[config.mk]
export PLATFORM = sky130hd
export DESIGN_NAME = mul_shift_add
export DESIGN_NICKNAME = d
export VERILOG_FILES = /design/src/rtl/mul_shift_add.sv
export SDC_FILE = /design/constraint.sdc
export NUM_CORES = 1
export LEC_CHECK = 0
export BUFFER_PORTS_ARGS = -buffer_cell sky130_fd_sc_hd__buf_2
export CAP_MARGIN = 0
export CORE_MARGIN = 2
export CORE_UTILIZATION = 65
export CTS_BUF_LIST = sky130_fd_sc_hd__clkbuf_8
export DETAILED_ROUTE_END_ITERATION = 10
export PLACE_DENSITY = 0.89
export REMOVE_ABC_BUFFERS = 1
export SLEW_MARGIN = 20
export SYNTH_ARGS = -nofsm -noshare
export SYNTH_HDL_FRONTEND = slang
export SYNTH_SLANG_ARGS = --single-unit
[constraint.sdc]
create_clock -name clk -period 8.5 [get_ports clk]
set_clock_uncertainty 0.05 [all_clocks]
set_input_delay 0.85 -clock clk [delete_from_list [all_inputs] [get_ports clk]]
set_output_delay 0.85 -clock clk [all_outputs]
set_load 0.01 [all_outputs]
[src/rtl/mul_shift_add.sv]
// Iterative 32x32 radix-2 shift-add multiplier with signed/unsigned modes.
// Optional: define MUL_ZERO_BYPASS_EN to finish zero-operand products in one cycle.
module mul_shift_add (
    input  logic        clk,
    input  logic        rst,
    input  logic [31:0] a,
    input  logic [31:0] b,
    input  logic        valid,
    input  logic        sign,
    output logic        mul_stall,
    output logic [63:0] result
);

    typedef enum logic {
        S_IDLE,
        S_BUSY
    } state_t;

    state_t      r_state;
    state_t      w_next;
    logic [4:0]  r_cnt;
    logic [31:0] r_mcand;
    logic [31:0] r_mplier;
    logic [63:0] r_acc;
    logic        r_neg;
    logic        r_stall;
    logic [31:0] w_a_abs;
    logic [31:0] w_b_abs;
    logic [32:0] w_sum;
    logic        w_start;
    logic        w_last;

    // 0x80000000 negates to itself, which is the correct unsigned magnitude
    assign w_a_abs = (sign && a[31]) ? (~a + 32'd1) : a;
    assign w_b_abs = (sign && b[31]) ? (~b + 32'd1) : b;
    assign w_start = (r_state == S_IDLE) && valid;
    assign w_sum   = {1'b0, r_acc[63:32]}
                   + {1'b0, (r_mplier[0] ? r_mcand : 32'd0)};

`ifdef MUL_ZERO_BYPASS_EN
    logic r_zero;
    logic w_zero;
    assign w_zero = (a == 32'd0) || (b == 32'd0);
    assign w_last = (r_cnt == 5'd31) || r_zero;
`else
    assign w_last = (r_cnt == 5'd31);
`endif

    always_comb begin
        w_next = r_state;
        unique case (r_state)
            S_IDLE: if (valid)  w_next = S_BUSY;
            S_BUSY: if (w_last) w_next = S_IDLE;
            default:            w_next = S_IDLE;
        endcase
    end

    always_ff @(posedge clk) begin
        if (!rst) begin
            r_state <= S_IDLE;
            r_stall <= 1'b0;
        end else begin
            r_state <= w_next;
            r_stall <= (w_next == S_BUSY);
        end
    end

    always_ff @(posedge clk) begin
        if (!rst) begin
            r_cnt    <= 5'd0;
            r_mcand  <= 32'd0;
            r_mplier <= 32'd0;
            r_acc    <= 64'd0;
            r_neg    <= 1'b0;
        end else if (w_start) begin
            r_cnt    <= 5'd0;
            r_mcand  <= w_a_abs;
            r_mplier <= w_b_abs;
            r_acc    <= 64'd0;
            r_neg    <= sign && (a[31] ^ b[31]);
        end else if (r_state == S_BUSY) begin
            // Shift {carry, acc, multiplier}; acc low bit feeds the spent multiplier
            r_acc    <= {w_sum, r_acc[31:1]};
            r_mplier <= {r_acc[0], r_mplier[31:1]};
            r_cnt    <= r_cnt + 5'd1;
        end
    end

`ifdef MUL_ZERO_BYPASS_EN
    always_ff @(posedge clk) begin
        if (!rst)         r_zero <= 1'b0;
        else if (w_start) r_zero <= w_zero;
    end
`endif

    assign mul_stall = r_stall;
    assign result    = r_neg ? (~r_acc + 64'd1) : r_acc;

endmodule
**Word level (Yosys, flattened, before mapping)**

Cells that the tools add are included.

- Register bits after elaboration: 135
- Bits of input ports: 68
- Output and inout bits: 65
- Logic and storage cells: 33

- Add/sub/neg operators: 5
- Equality and inequality tests: 1
- Mux-type cells: 9
- Bitwise gates (word level): 6
- Reductions and logical operators: 6

Operator list:

| cell | number |
|---|---|
| 32-bit 2-to-1 mux | 5 |
| 32-bit by 1-bit adder with 32-bit output, second input constant | 2 |
| 64-bit by 1-bit adder with 64-bit output, second input constant | 1 |
| 64-bit 2-to-1 mux | 1 |
| 32-bit inverter | 2 |
| 64-bit inverter | 1 |
| 32-bit by 32-bit adder with 33-bit output | 1 |
| 5-bit by 1-bit adder with 5-bit output, second input constant | 1 |
| 5-bit equality test, second input constant | 1 |
| 1-bit logical AND | 4 |
| 1-bit 2-to-1 mux | 2 |
| 1-bit inverter | 2 |
| 1-bit one-hot mux with 2 select lines | 1 |
| 2-bit nonzero test | 1 |
| 2-bit OR reduction | 1 |
| 1-bit bitwise XOR | 1 |

**Logic depth before layout (Yosys ltp)**

- Word-level depth: 4
- Depth in mapped cells: 11
- Gate-level depth less buffers: 10

**Least setup slack after synthesis**

OpenSTA, ideal clock, no wires.

- Kind: flip-flop to output port
- Start point: register r_acc[36]
- End point: output port result[58]
- Data arrival time: 2.760 ns
- Required time: 7.600 ns
- Setup slack: 4.840 ns
- Cell stages (with the launch flop): 9
- Path buffers: 1
- Cell sequence: dfxtp_1 -> or4_4 -> or3_4 -> or3_1 -> or3_1 -> buf_6 -> or3_4 -> o31ai_4 -> xnor2_1

- Cells in the longest elaborated chain, start to end: 3

Ends and longest elaborated chain:

| element | RTL line | text |
|---|---|---|
| from (decl) | 24 | `logic [63:0] r_acc;` |
| from (signal assigned) | 83 | `r_acc <= {w_sum, r_acc[31:1]};` |
| 64-bit inverter | 97 | `assign result = r_neg ? (~r_acc + 64'd1) : r_acc;` |
| 64-bit by 1-bit adder with 64-bit output | 97 |  |
| 64-bit 2-to-1 mux | 97 |  |
| to (decl) | 11 | `output logic [63:0] result` |

No other way between the ends.

**Worst setup path in the final report**

- Start point: register r_acc[2]
- End point: output port result[62]

Same word-level chain as after synthesis.

==> run summary <==
unrepaired setup endpoints after global routing = false
die area = 15700 µm²
crit path max fanout = 9
first-pass GRT wire length = 40.2 mm
TritonCTS Buffers = 17
Netlist Area Pre-Place = 9590 µm²
Seq pwr share = 46.3%
Placeable Area = 14500 µm²
Final Routed Wirelength = 24.5 mm
min-delay src = r_mcand[28]
Slew @ Worst Pin = 982 ps
Place WS = 4460 ps
Worst R2R Path Depth = 10
max_slew headroom = 34.6%
hold crit path type = reg -> reg
CTS resizes = 0
Worst-Skew Late Latency = 460 ps
dpl cells = 1476
minimum clock period = 4550 ps
initial antenna violation count = 5
total I/O pin count = 133
WP data required = 7600 ps
Die Y = 125 µm
Crit path max-delay family = simple AND/OR/NAND/NOR gates
final-report setup violation count = 0
DRC violations left = 0
Worst Hold End = r_mcand[28]
Core Rows = 44
port bufs = 132
Avg Inst Size Synth = 7.85 µm²
vias in the first global route = 8323
top post-synthesis cells by area = dfxtp_1, xnor2_1, nor2_1
Lkg Pwr = 4.47 nW
total negative slack = 0 ps
Yosys cell types = 71
DP Wirelength = 17.7 mm
max incr delay on CP = 610 ps
maxcap violations = 0
R2R Path Start = r_mplier[0]
layout cells sized above 1 = 14.4%
outcome = finished clean
Crit path top cell by count = or3_1
Seq cells post-synth = 135
Async SR Flop Fraction = 0%
pwr dens = 140 nW/µm²
Comb pwr share = 15.5%
CP Capture Type = output pin
power share of the clock group = 38.2%
CP max-delay cell = or4_1
Hold Buf Count CTS = 0
number of synthesized flops with an enable pin = 0
Initial Util = 66.2%
Final ANT Viol Nets = 0
Syn-to-layout area delta = 11.3%
Final Max Tran Viols = 0
Die Width = 125 µm
Synth top area share = 28.2%
Iteration-0 DRC Markers = 810
hold violation count in the final report = 0
largest net degree at the start of global routing = 73
R2R Setup Slk = 4770 ps
final RePlAce weighted congestion = 0.985
grt total ovfl = 0
switching share of power = 29.2%
Hold Worst Slack = 406 ps
commonest non-fill, non-tap cell in the layout = nor2_1
fin worst setup slack = 3950 ps
crit path DAT = 3650 ps
synthesis warning total = 0
CP bufs+invs = 1
drt pass-1 iters = 5
Via Count = 9333
peak supply drop = 0.0981 mV
achievable clock frequency = 0.220 GHz
Mapped Cells = 1222
Finished Core Util = 73.7%
CTS tree = done
fin nets = 1417
# Post-CTS Setup Buffers = 0
vias per inst = 6.18
gr usage total = 30.6%
hold path cells = 2
Setup CP Type = reg -> out
r2r endpoint = r_acc[63]
Seq/Total Area, Yosys = 28.2%
sw power = 0.000435 W
cell taking the most area after synthesis = dfxtp_1
fin crit share = 53.5%
Setup crit start kind = flop
clk buf depth = 2
Pint = 0.00106 W
Clock Sinks = 135
WL/cell = 16.3 µm
clock slew at reported path FFs = 80 ps
Most used DFF post-synth = dfxtp_1
crit-path cells = or4_1 > or3_1 > nand4bb_1 > or3_1 > or3_4 > o31ai_4 > xnor2_1 > buf_2
most frequent cells in the layout = nor2_1, dfxtp_1, buf_2, xnor2_1, a21oi_1
clock root cell = clkbuf_8
post-route insts no fill = 1509
H-tree Lvls = 4
==> layout make-up <==
| type | instances | area [µm²] |
|---|---|---|
| Tap cell | 184 | 230 |
| Sequential cell | 135 | 2710 |
| Timing Repair Buffer | 137 | 698 |
| Clock buffer | 18 | 248 |
| Multi-Input combinational cell | 989 | 6490 |
| Clock inverter | 14 | 175 |
| Fill cell | 1134 | 3800 |
| Inverter | 31 | 116 |
| Antenna cell | 1 | 2.50 |
==> cells by family after synthesis <==
group,synth area share (%)
buffers and inverters,4.18
flip-flops,28.2
adder cells (fa/ha/maj),5.04
AND/OR/NAND/NOR,21.7
XOR/XNOR,12.2
multiplexers,4.71
AO/OA/AOI/OAI,23.9
==> registers in the layout (all words and copies together) (netlist names) <==
register	cells
r_acc	64
r_mcand	32
r_mplier	32
r_cnt	5
mul_stall	1
r_neg	1
==> worst min-delay path: cells and delay by family (launching register included) <==
family,cells,cell delay (ps)
simple gates,1,40
flops,1,330
compound gates,1,60
==> synth_stat cells, types with 18 or more instances <==
library cell  instances
o31ai_1              37
o21ai_0              86
nand2_1              88
or3_1                18
nor2_1              155
xor2_1               28
a211oi_1             34
inv_1                30
clkbuf_1             49
xnor2_1             106
a21oi_1              95
dfxtp_1             135
and2_1               40
mux2i_1              44
ha_1                 37
==> layer usage <==
metal / share of wire, % / vias up / global-route usage (%) / routed length, µm
met5: 0.098 / - / 0 / 24
met3: 6.7 / 58 / 6.68 / 1660
met1: 45 / 4325 / 40.6 / 11000
met4: 2.4 / 4 / 11.3 / 578
li1: - / 4597 / - / -
met2: 46 / 349 / 49.2 / 11300
==> metrics by stage <==
stage,cell area [µm²],power [W]
after floorplan,9310,0.000856
after global placement,10200,0.000926
after detailed placement,10200,0.000933
after CTS,10700,0.00150
after global routing,10700,0.00156
final,10700,0.00149
==> power groups by stage <==
stage	clock, W	combinational, W	sequential (W)
2_1_floorplan	0	0.000152	0.000703
3_3_place_gp	0	0.000223	0.000703
4_1_cts	0.000574	0.000231	0.000690
3_5_place_dp	0	0.000229	0.000705
6_report	0.000571	0.000232	0.000691
5_1_grt	0.000602	0.000258	0.000695
==> worst max path at each step <==
stage	depth (start not counted)	startpoint	to	slack [ps]
floorplan	3	mul_stall	r_acc[63]	2620
global placement	8	r_acc[2]	result[58]	4520
detailed placement	8	r_acc[2]	result[62]	4460
CTS	8	r_acc[2]	result[62]	3940
global route	8	r_acc[2]	result[62]	3770
finish	8	r_acc[2]	result[62]	3950
Note: power is estimated with default switching activity, not from simulation.
